[config.mk]
export PLATFORM = sky130hd
export DESIGN_NAME = uart_rx_bt
export DESIGN_NICKNAME = d
export VERILOG_FILES = /design/src/rtl/uart_pkg.sv /design/src/rtl/rx_synchronizer.sv /design/src/rtl/uart_rx_bt.sv
export SDC_FILE = /design/constraint.sdc
export NUM_CORES = 1
export LEC_CHECK = 0
export CORE_ASPECT_RATIO = 1.4
export CORE_MARGIN = 2
export CORE_UTILIZATION = 40
export CTS_CLUSTER_DIAMETER = 120
export DETAILED_ROUTE_END_ITERATION = 16
export PLACE_DENSITY_LB_ADDON = 0.12
export SYNTH_ARGS = -nofsm -noshare
export SYNTH_HDL_FRONTEND = slang
export SYNTH_SLANG_ARGS = --single-unit
[constraint.sdc]
create_clock -name clk -period 2.2 [get_ports clk]
set_input_delay 0.66 -clock clk [delete_from_list [all_inputs] [get_ports clk]]
set_output_delay 0.66 -clock clk [all_outputs]
set_load 0.05 [all_outputs]
[src/rtl/uart_pkg.sv]
// Shared definitions for the Bluetooth serial link: receiver state encoding
// and the command bytes understood by the mode controller.
package uart_pkg;

  typedef enum logic [2:0] {
    IDLE,
    START,
    DATA,
    STOP,
    WAIT_HIGH
  } rx_state_t;

  localparam logic [7:0] CMD_COTTON = 8'h01;
  localparam logic [7:0] CMD_WOODY  = 8'h02;
  localparam logic [7:0] CMD_CITRUS = 8'h03;
  localparam logic [7:0] CMD_T30    = 8'h1E;
  localparam logic [7:0] CMD_T60    = 8'h3C;
  localparam logic [7:0] CMD_T120   = 8'h78;

endpackage

[src/rtl/rx_synchronizer.sv]
// Two-flop synchronizer for asynchronous inputs (serial line, buttons).
// RESET_VAL lets each user pick the line's idle level.
module rx_synchronizer #(
  parameter logic RESET_VAL = 1'b1
) (
  input  logic clk,
  input  logic reset,
  input  logic d,
  output logic q
);

  logic meta;

  always_ff @(posedge clk) begin
    if (reset) begin
      meta <= RESET_VAL;
      q    <= RESET_VAL;
    end else begin
      meta <= d;
      q    <= meta;
    end
  end

endmodule

[src/rtl/uart_rx_bt.sv]
// 8N1 byte receiver for the Bluetooth serial link. Oversamples rx on clk,
// strobes each good byte out and flags frames whose stop bit is low.
module uart_rx_bt
  import uart_pkg::*;
#(
  parameter int CLK_HZ = 100_000_000,
  parameter int BAUD   = 9600
) (
  input  logic       clk,
  input  logic       reset,
  input  logic       rx,
  output logic       uart_data_valid,
  output logic [7:0] uart_data,
  output logic       frame_err,
  output logic       busy
);

  localparam int BIT_CLKS  = CLK_HZ / BAUD;
  localparam int HALF_CLKS = BIT_CLKS / 2;
  localparam int CNT_W     = $clog2(BIT_CLKS);
  localparam logic [CNT_W-1:0] BIT_LOAD  = CNT_W'(BIT_CLKS - 1);
  localparam logic [CNT_W-1:0] HALF_LOAD = CNT_W'(HALF_CLKS - 1);

  generate
    if (BIT_CLKS < 4) begin : g_bad_baud
      $error("uart_rx_bt: CLK_HZ/BAUD must be at least 4");
    end
  endgenerate

  logic rx_s;

  rx_synchronizer #(.RESET_VAL(1'b1)) u_sync (
    .clk   (clk),
    .reset (reset),
    .d     (rx),
    .q     (rx_s)
  );

  rx_state_t        state, state_n;
  logic [CNT_W-1:0] cnt, cnt_n;
  logic [2:0]       bit_idx, bit_idx_n;
  logic [7:0]       shift, shift_n;
  logic [7:0]       data_q, data_n;
  logic             valid_q, valid_n;
  logic             err_q, err_n;
  logic             tick;

  assign tick = (cnt == '0);

  always_ff @(posedge clk) begin
    if (reset) begin
      state   <= IDLE;
      cnt     <= '0;
      bit_idx <= '0;
      shift   <= '0;
      data_q  <= '0;
      valid_q <= 1'b0;
      err_q   <= 1'b0;
    end else begin
      state   <= state_n;
      cnt     <= cnt_n;
      bit_idx <= bit_idx_n;
      shift   <= shift_n;
      data_q  <= data_n;
      valid_q <= valid_n;
      err_q   <= err_n;
    end
  end

  always_comb begin
    state_n   = state;
    cnt_n     = cnt;
    bit_idx_n = bit_idx;
    shift_n   = shift;
    data_n    = data_q;
    valid_n   = 1'b0;
    err_n     = 1'b0;
    case (state)
      IDLE: begin
        if (!rx_s) begin
          state_n = START;
          cnt_n   = HALF_LOAD;
        end
      end
      START: begin
        // Re-check the line mid start bit so glitches don't launch a frame
        if (!tick) begin
          cnt_n = cnt - 1'b1;
        end else if (!rx_s) begin
          state_n   = DATA;
          cnt_n     = BIT_LOAD;
          bit_idx_n = '0;
        end else begin
          state_n = IDLE;
        end
      end
      DATA: begin
        if (!tick) begin
          cnt_n = cnt - 1'b1;
        end else begin
          shift_n   = {rx_s, shift[7:1]};
          cnt_n     = BIT_LOAD;
          bit_idx_n = bit_idx + 3'd1;
          if (bit_idx == 3'd7) state_n = STOP;
        end
      end
      STOP: begin
        if (!tick) begin
          cnt_n = cnt - 1'b1;
        end else if (rx_s) begin
          state_n = IDLE;
          valid_n = 1'b1;
          data_n  = shift;
        end else begin
          state_n = WAIT_HIGH;
          err_n   = 1'b1;
        end
      end
      WAIT_HIGH: begin
        // A held-low line (break) reports one error, then waits for idle
        if (rx_s) state_n = IDLE;
      end
      default: state_n = IDLE;
    endcase
  end

  assign uart_data_valid = valid_q;
  assign frame_err       = err_q;
  assign uart_data       = data_q;
  assign busy            = (state != IDLE);

endmodule
==> impl_metrics.tcl <==
set metrics [dict create \
    die_w_um 63.6 \
    endpoint_kind "output port" \
    gp_congestion 0.864 \
    grt_max_degree 45 \
    finalWirelength_mm 4.73 \
    seq_area_um2 801 \
    ys.flop_type "dfxtp_1" \
    final_nets 251 \
    areaGrowthSynthToFinish_pct 20.7 \
    clk-insertion-delay-late_ns 0.30 \
    synthSimpleGateAreaFrac_pct 24.0 \
    post_drt_wl_per_cell_um 15.3 \
    async_flop_share_pct 0 \
    syn_avg_cell_area_um2 8.97 \
    path_cells "clkdlybuf4s50_1" \
    ys.warnings.count 0 \
    drv_cap 0 \
    timing.final.hold_violations 0 \
    seq_area_frac_synth_pct 40.2 \
    hpwlAfterDp_mm 3.24 \
    track_usage_pct 18.9 \
    synth_xor_area_share_pct 0.440 \
    drtIter0Drc 74 \
    synth-adder-area-share_pct 2.51 \
    htree_levels 2 \
    ant_nets 0 \
    clkTransAtPathRegs_ns 0.08 \
    drv_slew 0 \
    clockBufferDepth 2 \
    timing.fmax_ghz 0.476 \
    period_needed_ns 2.10 \
    synth_fp_nets 229 \
    io_pins 14 \
    worst_slew_pin_slew_ns 0.587 \
    die_h_um 87.5 \
    total_power_mw 2.41 \
    crit_required_ns 1.54 \
    grt_pass1_wl_mm 8.18 \
    finalCritPeriodShare_pct 95.4 \
    hold_path.class "flip-flop to flip-flop" \
    numCtsBuffers 5 \
    crit_type "flip-flop to output port" \
    syn_inst 222 \
    clock_skew_ns 0.00831 \
    cts_sinks 40 \
    fillers 482 \
    critPathMaxStageDelay_ns 0.80 \
    worstPathMaxFanout 2 \
    portBuffers 13 \
    synth_seq_cells 40 \
    row_count 30 \
    status "complete, no violations" \
    viasPerCell 5.53 \
    cp.buffers_inverters 1 \
    diodes 0 \
    dp_cells 300 \
    final_layout_size_suffix_gt1_share_pct 16.7 \
    p_leak_nw 0.849 \
    initial_core_util_pct 41.1 \
    root_buffer "clkbuf_8" \
    synth_edf_count 0 \
    coreArea_um2 4840 \
    slew_headroom_pct 60.7 \
    cpMaxStageDelayCell "clkdlybuf4s50_1" \
    num_vias 1709 \
    crit_family "buffers and inverters" \
    dieArea_um2 5570 \
    synthMuxAreaShare_pct 8.54 \
    p_per_area_nw_per_um2 1000 \
    setup_viol 0 \
    grt.overflow.total 0 \
    grt_pass1_vias 1665 \
    drc 0 \
    final_cells 309 \
    synth_compound_area_share_pct 19.4 \
    worst_ep_arrival_time_ns 1.44 \
    multi_input_area_um2 1110 \
    ir_worst_vdd_mv 0.398 \
    cp-start-kind "flip-flop" \
    syn-cell-area_um2 1990 \
    synth_top_family_by_area "simple AND/OR/NAND/NOR gates" \
    yosys.cell_types.count 50 \
    cts_hold_buf 0 \
    cts_tree "yes" \
    firstDrtPassIters 4 \
    r2r_slack_ns 0.16 \
    antenna_found_initial 0 \
]
## cell families after synthesis
kind of cell	after synthesis
DFF	40
buffers and inverters	23
and+or+nand+nor	83
xor gates and xnor gates	1
adders and majority gates	4
muxes	17
AOI/OAI and AO/OA	54
## synth_stat cells, types with 2 or more instances
library cell	instances	area share [%]
a22oi_1	2	0.75
o21ai_0	6	1.5
o21a_1	2	0.75
buf_2	3	0.75
a2111oi_0	2	0.88
a21oi_1	16	4.0
mux2i_1	17	8.5
o32ai_1	3	1.3
or3_1	3	0.94
nor4_1	4	1.3
dfxtp_1	40	40
or4_1	2	0.75
a31oi_1	3	0.94
nor2_1	35	6.6
nand3_1	3	0.75
a41oi_1	2	0.88
clkbuf_1	9	1.7
nand2_1	3	0.57
o31ai_1	4	1.5
or2_2	4	1.3
inv_1	9	1.7
nor3_1	11	2.8
o211ai_1	2	0.75
nand4b_1	2	0.88
nand2b_1	4	1.3
ha_1	4	2.5
a311oi_1	3	1.3
a221oi_2	2	1.5
## final cells by class
class                   instances  area share (%)
flip-flops and latches         40            33.3
multi-input cells             159            46.1
clock buffers                   5            2.86
repair buffers                 29            11.2
inverters                       9            1.40
clock inverters                 3            1.77
well taps                      64            3.33
## sequential cells by signal (all words and copies together) (netlist names)
register         cells
u_sync.meta          1
state                3
frame_err            1
uart_data_valid      1
cnt                 14
u_sync.q             1
shift                8
bit_idx              3
uart_data            8
## final timing paths
kind | start | end | cells after the start
max | uart_data[2]$_SDFFE_PP0P_ | uart_data[2] | 1
min | u_sync.meta$_SDFF_PP1_ | u_sync.q$_SDFF_PP1_ | 1
max reg2reg | cnt[3]$_SDFFE_PP0P_ | shift[4]$_SDFFE_PP0P_ | 6
min reg2reg | u_sync.meta$_SDFF_PP1_ | u_sync.q$_SDFF_PP1_ | 1
## layout by cell type (no fill, tap or decap), drive strengths merged, types with 3 or more instances in the layout
| master | count |
|---|---|
| dfxtp | 40 |
| nor3 | 12 |
| clkbuf | 5 |
| o32ai | 3 |
| nand2 | 3 |
| a21oi | 16 |
| nand3 | 3 |
| clkdlybuf4s50 | 11 |
| mux2i | 17 |
| inv | 9 |
| o31ai | 4 |
| nor2 | 36 |
| or3 | 3 |
| buf | 18 |
| or2 | 4 |
| nand2b | 4 |
| nor4 | 6 |
| ha | 4 |
| a311oi | 3 |
| a31oi | 3 |
| o21ai | 6 |
## layer usage
layer	part of all wire (%)	wire, µm	GRT usage (%)	up-vias
li1	-	-	-	865
met1	45	2110	22.8	812
met2	50	2390	32.2	23
met3	2.5	118	3.62	9
met4	2.4	114	9.29	0
met5	0	0	0	-
## metrics by stage
step,setup slack (ns),hold WS [ns],area (µm²),utilization (%),setup TNS [ns]
final,0.101,0.424,2400,49.7,0
after global routing,-0.0278,0.439,2400,49.7,-0.0644
after CTS,0.0441,0.428,2380,49.2,0
after detailed placement,0.0651,0.406,2270,46.9,0
after global placement,0.125,0.413,2270,46.9,0
after floorplan,0.244,0.389,1990,-,0
## where the power goes
part	internal (mW)	total [mW]	switching, mW
Sequential	0.774	0.839	0.0654
Combinational	0.405	0.956	0.551
Clock	0.336	0.615	0.279
Total	1.51	2.41	0.895
## timing repair
action / in CTS / in global routing
buffers inserted: 0 / 1
hold endpoints to repair: 0 / 0
resized for setup: 0 / 2
endpoints found under the setup margin: 0 / 19
Note: power is estimated with default switching activity, not from simulation.
